[src/rtl/pipe_hazard_ctrl_if.sv]
// rtl/pipe_hazard_ctrl_if.sv - ID-stage request and hazard-control response bundle
interface pipe_hazard_ctrl_if #(
  parameter int REG_ADDR_W = 5,
  parameter int CNT_W      = 16
);
  logic                  id_valid;
  logic [REG_ADDR_W-1:0] id_rs1;
  logic [REG_ADDR_W-1:0] id_rs2;
  logic                  id_rs1_used;
  logic                  id_rs2_used;
  logic [REG_ADDR_W-1:0] id_rd;
  logic                  id_reg_write;
  logic                  id_mem_read;
  logic                  ex_branch_taken;
  logic                  stall_if_id;
  logic                  bubble_id_ex;
  logic                  flush_if_id;
  logic [1:0]            fwd_a_sel;
  logic [1:0]            fwd_b_sel;
  logic [CNT_W-1:0]      stall_cycles;

  // Pipeline side: presents the ID instruction, consumes the controls
  modport master (
    output id_valid, id_rs1, id_rs2, id_rs1_used, id_rs2_used,
           id_rd, id_reg_write, id_mem_read, ex_branch_taken,
    input  stall_if_id, bubble_id_ex, flush_if_id,
           fwd_a_sel, fwd_b_sel, stall_cycles
  );

  // Controller side
  modport slave (
    input  id_valid, id_rs1, id_rs2, id_rs1_used, id_rs2_used,
           id_rd, id_reg_write, id_mem_read, ex_branch_taken,
    output stall_if_id, bubble_id_ex, flush_if_id,
           fwd_a_sel, fwd_b_sel, stall_cycles
  );
endinterface

[src/rtl/pipe_hazard_ctrl.sv]
// rtl/pipe_hazard_ctrl.sv - 5-stage hazard/forwarding controller; HAZARD_FWD_EN enables forwarding
module pipe_hazard_ctrl #(
  parameter int REG_ADDR_W = 5,
  parameter int CNT_W      = 16
) (
  input  logic               clk,
  input  logic               reset,
  pipe_hazard_ctrl_if.slave  bus
);

  // What the EX-stage scoreboard entry holds this cycle
  typedef enum logic [1:0] {
    ST_RUN      = 2'd0,
    ST_LOAD_USE = 2'd1,
    ST_FLUSH    = 2'd2
  } state_t;

  state_t                state_q, state_d;
  logic                  sb_ex_valid_q, sb_ex_valid_d;
  logic [REG_ADDR_W-1:0] sb_ex_rd_q, sb_ex_rd_d;
  logic                  sb_ex_load_q, sb_ex_load_d;
  logic                  sb_mem_valid_q, sb_mem_valid_d;
  logic [REG_ADDR_W-1:0] sb_mem_rd_q, sb_mem_rd_d;
  logic                  sb_mem_load_q, sb_mem_load_d;
  logic [1:0]            fwd_a_q, fwd_a_d;
  logic [1:0]            fwd_b_q, fwd_b_d;
  logic [CNT_W-1:0]      cnt_q, cnt_d;

  logic ex_live;
  logic m_ex_a, m_ex_b, m_mem_a, m_mem_b;
  logic hazard;
  logic stall, bubble, flush;
  logic unused_load;

  // The load bit only matters while the producer is in EX
  assign unused_load = sb_ex_load_q ^ sb_mem_load_q;

  // SB_EX only carries an instruction after an issue cycle; stall and
  // flush cycles always leave a bubble behind in EX
  assign ex_live = sb_ex_valid_q && (state_q == ST_RUN);

  // Source matches; x0 and unread operands never create a dependency
  always_comb begin
    m_ex_a  = ex_live && (sb_ex_rd_q == bus.id_rs1) &&
              (bus.id_rs1 != '0) && bus.id_rs1_used;
    m_ex_b  = ex_live && (sb_ex_rd_q == bus.id_rs2) &&
              (bus.id_rs2 != '0) && bus.id_rs2_used;
    m_mem_a = sb_mem_valid_q && (sb_mem_rd_q == bus.id_rs1) &&
              (bus.id_rs1 != '0) && bus.id_rs1_used;
    m_mem_b = sb_mem_valid_q && (sb_mem_rd_q == bus.id_rs2) &&
              (bus.id_rs2 != '0) && bus.id_rs2_used;
`ifdef HAZARD_FWD_EN
    hazard  = (m_ex_a || m_ex_b) && sb_ex_load_q;
`else
    hazard  = m_ex_a || m_ex_b || m_mem_a || m_mem_b;
`endif
  end

  // Flush beats stall beats issue; computes controls and next state
  always_comb begin
    stall   = 1'b0;
    bubble  = 1'b0;
    flush   = 1'b0;
    state_d = ST_RUN;
    fwd_a_d = 2'b00;
    fwd_b_d = 2'b00;
    cnt_d   = cnt_q;
    if (bus.ex_branch_taken) begin
      flush   = 1'b1;
      bubble  = 1'b1;
      state_d = ST_FLUSH;
    end else if (bus.id_valid && hazard) begin
      stall   = 1'b1;
      bubble  = 1'b1;
      state_d = ST_LOAD_USE;
      if (cnt_q != {CNT_W{1'b1}}) begin
        cnt_d = cnt_q + {{(CNT_W-1){1'b0}}, 1'b1};
      end
    end else begin
`ifdef HAZARD_FWD_EN
      // Newest producer wins: EX/MEM before MEM/WB
      if (m_ex_a)       fwd_a_d = 2'b01;
      else if (m_mem_a) fwd_a_d = 2'b10;
      if (m_ex_b)       fwd_b_d = 2'b01;
      else if (m_mem_b) fwd_b_d = 2'b10;
`endif
    end
    sb_ex_valid_d  = bus.id_valid && bus.id_reg_write && !bubble;
    sb_ex_rd_d     = bus.id_rd;
    sb_ex_load_d   = bus.id_mem_read;
    sb_mem_valid_d = sb_ex_valid_q;
    sb_mem_rd_d    = sb_ex_rd_q;
    sb_mem_load_d  = sb_ex_load_q;
  end

  // Scoreboard, state, forwarding selects and stall counter
  always_ff @(posedge clk or negedge reset) begin
    if (!reset) begin
      state_q        <= ST_RUN;
      sb_ex_valid_q  <= 1'b0;
      sb_ex_rd_q     <= '0;
      sb_ex_load_q   <= 1'b0;
      sb_mem_valid_q <= 1'b0;
      sb_mem_rd_q    <= '0;
      sb_mem_load_q  <= 1'b0;
      fwd_a_q        <= 2'b00;
      fwd_b_q        <= 2'b00;
      cnt_q          <= '0;
    end else begin
      state_q        <= state_d;
      sb_ex_valid_q  <= sb_ex_valid_d;
      sb_ex_rd_q     <= sb_ex_rd_d;
      sb_ex_load_q   <= sb_ex_load_d;
      sb_mem_valid_q <= sb_mem_valid_d;
      sb_mem_rd_q    <= sb_mem_rd_d;
      sb_mem_load_q  <= sb_mem_load_d;
      fwd_a_q        <= fwd_a_d;
      fwd_b_q        <= fwd_b_d;
      cnt_q          <= cnt_d;
    end
  end

  assign bus.stall_if_id  = stall;
  assign bus.bubble_id_ex = bubble;
  assign bus.flush_if_id  = flush;
  assign bus.fwd_a_sel    = fwd_a_q;
  assign bus.fwd_b_sel    = fwd_b_q;
  assign bus.stall_cycles = cnt_q;

endmodule

[src/flat_wrapper.sv]
// flat-port wrapper written by rule: the top's interface ports become plain ports
module pipe_hazard_ctrl_flat 
#(
  parameter int REG_ADDR_W = 5,
  parameter int CNT_W      = 16
)
  (clk, reset, bus_id_valid, bus_id_rs1, bus_id_rs2, bus_id_rs1_used, bus_id_rs2_used, bus_id_rd, bus_id_reg_write, bus_id_mem_read, bus_ex_branch_taken, bus_stall_if_id, bus_bubble_id_ex, bus_flush_if_id, bus_fwd_a_sel, bus_fwd_b_sel, bus_stall_cycles);
  pipe_hazard_ctrl_if #(.REG_ADDR_W(REG_ADDR_W), .CNT_W(CNT_W)) bus_i ();
  input  logic clk;
  input  logic reset;
  input wire logic [$bits(bus_i.id_valid)-1:0] bus_id_valid;
  input wire logic [$bits(bus_i.id_rs1)-1:0] bus_id_rs1;
  input wire logic [$bits(bus_i.id_rs2)-1:0] bus_id_rs2;
  input wire logic [$bits(bus_i.id_rs1_used)-1:0] bus_id_rs1_used;
  input wire logic [$bits(bus_i.id_rs2_used)-1:0] bus_id_rs2_used;
  input wire logic [$bits(bus_i.id_rd)-1:0] bus_id_rd;
  input wire logic [$bits(bus_i.id_reg_write)-1:0] bus_id_reg_write;
  input wire logic [$bits(bus_i.id_mem_read)-1:0] bus_id_mem_read;
  input wire logic [$bits(bus_i.ex_branch_taken)-1:0] bus_ex_branch_taken;
  output wire logic [$bits(bus_i.stall_if_id)-1:0] bus_stall_if_id;
  output wire logic [$bits(bus_i.bubble_id_ex)-1:0] bus_bubble_id_ex;
  output wire logic [$bits(bus_i.flush_if_id)-1:0] bus_flush_if_id;
  output wire logic [$bits(bus_i.fwd_a_sel)-1:0] bus_fwd_a_sel;
  output wire logic [$bits(bus_i.fwd_b_sel)-1:0] bus_fwd_b_sel;
  output wire logic [$bits(bus_i.stall_cycles)-1:0] bus_stall_cycles;
  assign bus_i.id_valid = bus_id_valid;
  assign bus_i.id_rs1 = bus_id_rs1;
  assign bus_i.id_rs2 = bus_id_rs2;
  assign bus_i.id_rs1_used = bus_id_rs1_used;
  assign bus_i.id_rs2_used = bus_id_rs2_used;
  assign bus_i.id_rd = bus_id_rd;
  assign bus_i.id_reg_write = bus_id_reg_write;
  assign bus_i.id_mem_read = bus_id_mem_read;
  assign bus_i.ex_branch_taken = bus_ex_branch_taken;
  assign bus_stall_if_id = bus_i.stall_if_id;
  assign bus_bubble_id_ex = bus_i.bubble_id_ex;
  assign bus_flush_if_id = bus_i.flush_if_id;
  assign bus_fwd_a_sel = bus_i.fwd_a_sel;
  assign bus_fwd_b_sel = bus_i.fwd_b_sel;
  assign bus_stall_cycles = bus_i.stall_cycles;
  pipe_hazard_ctrl #(.REG_ADDR_W(REG_ADDR_W), .CNT_W(CNT_W)) u_core (.clk(clk), .reset(reset), .bus(bus_i));
endmodule
[config.mk]
export PLATFORM = sky130hd
export DESIGN_NAME = pipe_hazard_ctrl_flat
export DESIGN_NICKNAME = d
export VERILOG_FILES = /design/src/rtl/pipe_hazard_ctrl_if.sv /design/src/rtl/pipe_hazard_ctrl.sv /design/src/flat_wrapper.sv
export SDC_FILE = /design/constraint.sdc
export NUM_CORES = 1
export LEC_CHECK = 0
export ABC_CLOCK_PERIOD_IN_PS = 3100
export CAP_MARGIN = 40
export CORE_ASPECT_RATIO = 2
export CORE_MARGIN = 4
export CORE_UTILIZATION = 30
export CTS_CLUSTER_DIAMETER = 100
export DETAILED_ROUTE_END_ITERATION = 8
export PLACE_DENSITY_LB_ADDON = 0.12
export SYNTH_ARGS = -nofsm -noshare
export SYNTH_HDL_FRONTEND = slang
export SYNTH_SLANG_ARGS = --single-unit
[constraint.sdc]
create_clock -name clk -period 3.1 [get_ports clk]
set_clock_uncertainty 0.2 [all_clocks]
set_input_delay 0.31 -clock clk [delete_from_list [all_inputs] [get_ports clk]]
set_output_delay 0.31 -clock clk [all_outputs]
set_load 0.005 [all_outputs]
# Yosys cells after proc, flatten, opt, wreduce, memory -nomap -nowiden
# Cells that the tools add are included.
[totals]
input_bits = 23
reg_bits = 30
output_inout_bits = 23
[op_classes]
n_mux = 6
bitwise_logic = 1
addsub = 1
n_eq_ne = 5
reduce_logical = 24
[op_table]
columns = ["cell", "n"]
rows = [
  ["$eq A5 B5 Y1", 4],
  ["$add A16 B1 Y16 const B", 1],
  ["$logic_and A1 B1 Y1", 16],
  ["$ne A16 B16 Y1 const B", 1],
  ["$reduce_bool A5 Y1", 2],
  ["$mux W1", 5],
  ["$logic_or A1 B1 Y1", 3],
  ["$reduce_and A3 Y1", 1],
  ["$logic_not A2 Y1", 1],
  ["$mux W2", 1],
  ["$logic_not A1 Y1", 1],
  ["$not A1 Y1", 1],
]

# Depth between registers and ports, before layout
# Gate-level depths: netlist of run 1.
[logic_depth]
word_depth = 13
mapped_depth = 9

# Worst setup path before layout of run 1
# No wires, ideal clock.
[synth_timing]
path_kind = "flip-flop to flip-flop"
startpoint = "register u_core.state_q[1]"
endpoint = "register u_core.cnt_q[14], in the netlist u_core.bus.stall_cycles[14]"
path_slack_ns = 0.787
arrival_ns = 1.985
required_time_ns = 2.772
path_buffers = 0
stages_incl_launch_ff = 8
synth_period_minus_slack_ns = 2.313
setup_time_ns = 0.128
cell_sequence = "dfrtp_1 > or3b_1 > nor4_1 > and3_1 > o221ai_2 > and2_4 > nor4b_4 > mux2_1"
[synth_via]
elab_chain_cells = 10
elab_cells_between_ends = 13
cone_classes = "13 x reduce/logical"
[synth_lines]
columns = ["element", "line", "rtl"]
rows = [
  ["from (decl)", "pipe_hazard_ctrl.sv:18", "state_t state_q, state_d;"],
  ["from (signal assigned)", "pipe_hazard_ctrl.sv:110", "state_q <= state_d;"],
  ["$logic_not A2 Y1 *", "pipe_hazard_ctrl.sv:40", "assign ex_live = sb_ex_valid_q && (state_q == ST_RUN);"],
  ["$logic_and A1 B1 Y1 *", "pipe_hazard_ctrl.sv:40", ""],
  ["$logic_and A1 B1 Y1, on equally long branches (2 in series)", "pipe_hazard_ctrl.sv:44, pipe_hazard_ctrl.sv:46", ""],
  ["$logic_and A1 B1 Y1, on equally long branches", "pipe_hazard_ctrl.sv:45, pipe_hazard_ctrl.sv:47", ""],
  ["$logic_or A1 B1 Y1 * (3 in series)", "pipe_hazard_ctrl.sv:55", "hazard = m_ex_a || m_ex_b || m_mem_a || m_mem_b;"],
  ["$logic_and A1 B1 Y1 *", "pipe_hazard_ctrl.sv:72", "end else if (bus.id_valid && hazard) begin"],
  ["$reduce_and A3 Y1 (no line) *", "n/a", ""],
  ["to (signal assigned)", "pipe_hazard_ctrl.sv:119", "cnt_q <= cnt_d;"],
  ["to (decl)", "pipe_hazard_ctrl.sv:27", "logic [CNT_W-1:0] cnt_q, cnt_d;"],
]
# Every way passes the cells marked *; elsewhere a longest branch is shown, timed or not.
# A chain may end at the register's enable or synchronous reset.

# Worst setup path in the final report of run 1
[layout_timing]
startpoint = "input bus_id_rs1[0]"
endpoint = "output bus_stall_if_id"
[layout_via]
elab_chain_cells = 10
elab_cells_between_ends = 15
cone_classes = "2 x eq/ne; 2 x mux; 11 x reduce/logical"
[layout_lines]
columns = ["element", "line", "rtl"]
rows = [
  ["from (decl)", "flat_wrapper.sv:12", "input wire logic [$bits(bus_i.id_rs1)-1:0] bus_id_rs1;"],
  ["$eq A5 B5 Y1", "pipe_hazard_ctrl.sv:44", "m_ex_a = ex_live && (sb_ex_rd_q == bus.id_rs1) &&"],
  ["$logic_and A1 B1 Y1 (2 in series)", "pipe_hazard_ctrl.sv:44", ""],
  ["$logic_and A1 B1 Y1", "pipe_hazard_ctrl.sv:45", "(bus.id_rs1 != '0) && bus.id_rs1_used;"],
  ["$logic_or A1 B1 Y1", "pipe_hazard_ctrl.sv:55", ""],
  ["$logic_or A1 B1 Y1 * (2 in series)", "pipe_hazard_ctrl.sv:55", ""],
  ["$logic_and A1 B1 Y1 *", "pipe_hazard_ctrl.sv:72", ""],
  ["$mux W1 *", "pipe_hazard_ctrl.sv:72", ""],
  ["$mux W1 *", "pipe_hazard_ctrl.sv:68", "if (bus.ex_branch_taken) begin"],
  ["to (decl)", "flat_wrapper.sv:20", "output wire logic [$bits(bus_i.stall_if_id)-1:0] bus_stall_if_id;"],
]
# Marks and branches as above.

==> results.yml, run 1 <==
synthesis:
  ys_types: 31
  yosysWarnings: 0
  synth-edff-count: 0
  synth-seq-cells: 30
  synthArstFlopShare: 1.00
  seq_area_frac_synth: 0.508
  synth_top_flop_cell: "dfrtp_1"
  synth_area_leader_cell: "dfrtp_1"
  synth_area_leaders: "dfrtp_1 51%, xnor2_1 12%, xor2_1 7.7%"
  netlist_area_sq_mm: 0.00148
  synthCells: 127
  avgSynthCellArea_sq_um: 11.6
  yosysTopAreaCellShare: 0.508
critical_path:
  critPathLaunchType: "input port"
  cp-end-kind: "primary output"
  path_cells: "clkdlybuf4s50_1, xor2_1, nor4_2, and3_1, o221ai_2, and2_4, nor2_2, clkdlybuf4s50_1"
  path_common_cell: "clkdlybuf4s50_1"
  max_stage_delay_ns: 0.52
  arrival_ns: 2.52
  cp_max_fo: 3
  slowest_stage: "clkdlybuf4s50_1"
  critPathRequiredTime_ns: 2.59
  worstSetupPathType: "input port to primary output"
  crit_family: "buffers and inverters"
  cp_num_buf_inv: 2
final_layout:
  antenna_cells: 0
  drive_above_1_share: 0.136
  layout.nets: 200
  area_growth_pct: 39.9
  post-route-util: 0.442
  final_area_sq_mm: 0.00207
power_and_ir_drop:
  power.density_mw_per_mm2: 394
  ir_worst_vdd_mv: 0.298
  p_leak_nw: 0.881
run:
  cap_violations: 0
global_routing:
  grt_pass1_vias: 1218
  grt_max_degree: 31
  antenna_found_initial: 0
  grt_usage: 0.126
  grt.overflow.total: 0
  grt_pass1_wl_um: 5910
floorplanning:
  die_h_um: 107
  core-area_sq_mm: 0.00469
  die-area_sq_mm: 0.00619
  pin_count: 46
  initial_core_util: 0.316
  die_w_um: 57.6
  rows: 35
cts:
  clk_latency_ns: 0.28
  clk_root_buffer_cell: "clkbuf_8"
  ctsHtreeMaxLevel: 2
  cts_tree: "built"
  postCtsHoldBufs: 0
  cts_buffer_depth: 2
  cts_buffers: 5
  clk_pin_slew_ns: 0.06
  clkSinkCount: 30
detailed_routing:
  drcViolationCount: 0
  post_drt_wl_per_cell_um: 15.4
  vias: 1110
  ant_nets: 0
  drt-total-wl_um: 3570
  drt_iter0_drc: 18
  vias_per_cell: 4.78
  dr.pass1.iters: 4
placement:
  place.gp.congestion: 0.872
  dpl_cell_area_sq_mm: 0.00195
  dpl.hpwl_um: 2750
  io_buffers: 40
sta:
  post-route-period-util: 0.977
  fin_crit_ns: 3.03
  max_freq_mhz: 330
  grt_setup_unrepaired: "false"
  setup_viol: 0
  hold_viol_final: 0
  fin_setup_tns_ns: 0
  slew_viol_final: 0
min_path:
  hold_path.class: "register to register"
status:
  status: "finished, final reports clean"
synthesized netlist by cell type, drive strengths merged (2+ instances only):
master and count:
dfrtp 30, xnor2 20, xor2 13, nand2 8, and3 7, nand3 7, buf 6, nand4 5
nor2 4, nor4 3, and2 2, inv 2, mux2 2, nand2b 2, nor3 2, o221ai 2
or4 2
layout make-up:
cell class | count | area, sq um
fill | 467 | 2620
inverter | 2 | 7.51
timing repair buffer | 45 | 438
multi-input combinational | 92 | 713
clock buffer | 7 | 86.3
tap | 55 | 68.8
sequential | 30 | 751
clock inverter | 1 | 5.00
placed cells by master (no fill, tap or decap):
cell type	count
nor4b_4	1
inv_1	2
and4b_1	1
conb_1	4
nor3_1	2
clkinv_2	1
and3_1	7
a21o_1	1
nand4_1	5
dfrtp_1	30
mux2_1	1
nand2b_1	2
clkdlybuf4s50_1	40
or3b_4	1
nand2_1	8
xor2_1	13
a31o_2	1
mux2i_1	1
buf_4	5
nor4_2	3
mux2_2	1
nor2_2	1
or4_1	2
xnor2_1	20
and2_4	1
clkbuf_1	1
o221ai_2	2
nor2_1	3
nand3_1	7
and2_1	1
clkbuf_8	6
ha_1	1
a21oi_4	1
and4_1	1
power by group:
group / leakage (nW) / switching (mW) / internal, mW
registers: 0.387 / 0.0103 / 0.402
clock network: 0.0482 / 0.137 / 0.179
logic: 0.445 / 0.0384 / 0.0488
kinds of logic (layout without fill, tap and decap cells):
family	Yosys count	in the layout	share of synthesized area
and+or+nand+nor	46	46	0.188
xor gates and xnor gates	33	33	0.195
DFF	30	30	0.508
buffers and inverters	8	55	0.0381
AOI/OAI and AO/OA	5	5	0.0381
muxes	3	3	0.0220
adders and majority gates	1	1	0.00846
other	1	4	0.00254
worst reg2reg max path: cells and delay by family (launching register included):
kind	cells	cell delay [ns]
AND/OR/NAND/NOR	5	1.28
flip-flops	1	0.36
multiplexers	1	0.35
buffers and inverters	1	0.14
AO/OA/AOI/OAI	1	0.12
final timing paths:
path                                       from                     endpoint  slack [ns]  cells after the start
max                               bus_id_rs1[0]              bus_stall_if_id        0.07                      8
max in group asynchronous                 reset  u_core.bus.stall_cycles[15]        2.20                      2
max reg2reg                   u_core.state_q[1]  u_core.bus.stall_cycles[14]        0.53                      8
min reg2reg                u_core.sb_ex_valid_q        u_core.sb_mem_valid_q        0.17                      0
min                        u_core.sb_ex_valid_q        u_core.sb_mem_valid_q        0.17                      0
min in group asynchronous                 reset   u_core.bus.stall_cycles[3]        0.21                      2
state kept, by name, indices dropped and copies added, names as in the netlist:
signal and count:
u_core.bus.stall_cycles 16, u_core.sb_ex_rd_q 5, u_core.sb_mem_rd_q 5, u_core.state_q 2
u_core.sb_ex_valid_q 1, u_core.sb_mem_valid_q 1
per-layer routing:
metal	global-route usage	share of wire	vias up
met3	0.0396	0.058	14
met5	0	0	-
met2	0.222	0.54	36
met4	0.0730	0.051	0
met1	0.125	0.35	532
li1	-	-	528
stage by stage:
step | power (mW) | worst slack (ns) | instances | hold slack [ns]
after CTS | 0.828 | 0.0214 | 232 | 0.175
after detailed placement | 0.503 | -0.0585 | 224 | 0.162
after global placement | 0.502 | -0.0197 | 224 | 0.149
after floorplan | 0.449 | 0.787 | 130 | -0.186
final | 0.815 | 0.0727 | 232 | 0.171
after global routing | 0.859 | 0.0141 | 232 | 0.196
repair_timing:
item,CTS,global route
buffers inserted,0,0
endpoints found under the setup margin,1,1
cloned,0,0
pin swaps,0,2
resized for setup,2,4
Power figures use the tool's default switching activity.
==> inputs of run 2 (changes only) <==
CORE_ASPECT_RATIO = 1.1   (was 2)
CTS_CLUSTER_SIZE = 20   (was not set)
==> run 2 against run 1 <==
Total power shrank 0.34%. Combinational power shrank 6.8%. Register-to-register slack gained 0.09 ns. Sequential share of layout area grew 0.49 points. First-iteration DRC count grew to 2.5 times the previous value. Routed wire length shrank 10%. Critical path depth is the same. Largest cell class unchanged. Die area shrank 1.1%. Sequential power is essentially flat. Final cell count shrank 0.43%.
==> results.yml, run 2 (synthesized netlist as in run 1, its figures left out) <==
cts:
  ctsHtreeMaxLevel: 2
  clkSinkCount: 30
  cts_buffers: 5
  cts_buffer_depth: 2
  clk_pin_slew_ns: 0.06
  clk_latency_ns: 0.28
  postCtsHoldBufs: 0
  clk_root_buffer_cell: "clkbuf_8"
  post-cts-setup-buffer-count: 0
  cts_tree: "built"
final_layout:
  fillers: 441
  largest_reg_flops: 16
  fin_cells: 231
  layout_commonest_cell: "clkdlybuf4s50_1"
  area_growth_pct: 38.1
  final_cell_mix: "40 x clkdlybuf4s50_1, 30 x dfrtp_1, 20 x xnor2_1"
  antenna_cells: 0
  drive_above_1_share: 0.109
  layout.nets: 198
floorplanning:
  die-area_sq_mm: 0.00612
  die_w_um: 74.9
  rows: 26
  core-area_sq_mm: 0.00472
  die_h_um: 81.6
  pin_count: 46
  initial_core_util: 0.314
critical_path:
  r2r_cells: 8
  r2r_end: "u_core.bus.stall_cycles[14]"
  arrival_ns: 2.46
  rrSetupSlack_ns: 0.62
  critPathRequiredTime_ns: 2.59
  worstSetupPathType: "input port to primary output"
  startpoint: "bus_id_rs1[2]"
  cp_max_fo: 3
  critPathLaunchType: "input port"
  cp-end-kind: "primary output"
  crit_end: "bus_stall_if_id"
  reg2reg_from: "u_core.state_q[1]"
detailed_routing:
  post_drt_wl_per_cell_um: 13.8
  met3WireLength_um: 259
  drcViolationCount: 0
  wl_met2_um: 1540
  wl_met1_um: 1330
  vias: 1097
  vias_per_cell: 4.75
  dr.pass1.iters: 5
  drt-total-wl_um: 3190
  ant_nets: 0
  maxUsedRoutingLayer: "met4"
  drt_iter0_drc: 45
sta:
  setup_viol: 0
  max_freq_mhz: 337
  fin_crit_ns: 2.97
  slew_viol_final: 0
  fin_setup_tns_ns: 0
  grt_setup_unrepaired: "false"
  hold_viol_final: 0
  post-route-period-util: 0.957
global_routing:
  grt_pass1_wl_um: 5200
  grt_pass1_vias: 1174
  grt.overflow.total: 0
  grt_usage: 0.113
  antenna_found_initial: 0
  grt_max_degree: 31
min_path:
  hold_path.class: "register to register"
placement:
  dpl.hpwl_um: 2400
  io_buffers: 40
  place.gp.congestion: 0.890
  dp_cells: 223
status:
  status: "finished, final reports clean"
power_and_ir_drop:
  power.density_mw_per_mm2: 398
  ir_worst_vdd_mv: 0.204
  p_leak_nw: 0.868
run:
  cap_violations: 0
-- run 2: cell types whose count changed in the layout (fill, tap and decap cells not counted) --
| cell | delta |
|---|---|
| nor4_2 | -2 |
| nor2_1 | +1 |
| or3b_1 | +1 |
| nor2_2 | -1 |
| nor4_1 | +2 |
| buf_4 | -2 |
| clkbuf_1 | -1 |
| clkinvlp_4 | +1 |
| or3b_4 | -1 |
-- run 2: where the power goes --
part	internal, mW	total, mW	switching, mW
logic	0.0469	0.0813	0.0344
clock network	0.178	0.320	0.142
registers	0.402	0.411	0.00963
-- run 2: routing by layer --
metal	vias up	GRT usage
met5	-	0
met3	6	0.0477
met4	0	0.0427
met2	38	0.183
li1	520	-
met1	533	0.132
-- run 2: timing repair --
item,CTS,global route
gates cloned,0,0
pin swaps,0,2
endpoints found under the setup margin,1,1
gates resized for setup,1,1
-- run 2: worst max-delay path, cell delays in order --
cell,delay [ns]
clkdlybuf4s50_1,0.47
xor2_1,0.19
nor4_1,0.33
and3_1,0.23
o221ai_2,0.12
and2_4,0.16
nor2_1,0.13
clkdlybuf4s50_1,0.52
-- run 2: final cells by class --
type                            instances  area (sq um)  area share
Clock buffer                            6          82.6      0.0404
Clock inverter                          2          12.5     0.00613
Inverter                                2          7.51     0.00368
Multi-Input combinational cell         92           696       0.341
Sequential cell                        30           751       0.368
Tap cell                               56          70.1      0.0343
Timing Repair Buffer                   43           423       0.207
-- run 2: how the worst min path moves through the flow --
stage	startpoint	end	cells past startpoint
2_1_floorplan	reset	u_core.bus.stall_cycles[0]	0
3_3_place_gp	u_core.sb_ex_valid_q	u_core.sb_mem_valid_q	0
3_5_place_dp	u_core.sb_ex_valid_q	u_core.sb_mem_valid_q	0
4_1_cts	u_core.sb_ex_valid_q	u_core.sb_mem_valid_q	0
5_1_grt	u_core.sb_ex_valid_q	u_core.sb_mem_valid_q	0
6_report	u_core.sb_ex_valid_q	u_core.sb_mem_valid_q	0
-- run 2: through the flow --
step,setup slack (ns),util,total power [mW],area (sq um),hold slack (ns)
after floorplan,0.787,-,0.449,1490,-0.186
after global placement,0.0761,0.410,0.498,1930,0.155
after detailed placement,0.124,0.410,0.499,1930,0.162
after CTS,0.00860,0.432,0.827,2040,0.174
after global routing,0.000153,0.433,0.852,2040,0.184
final,0.132,0.433,0.812,2040,0.171
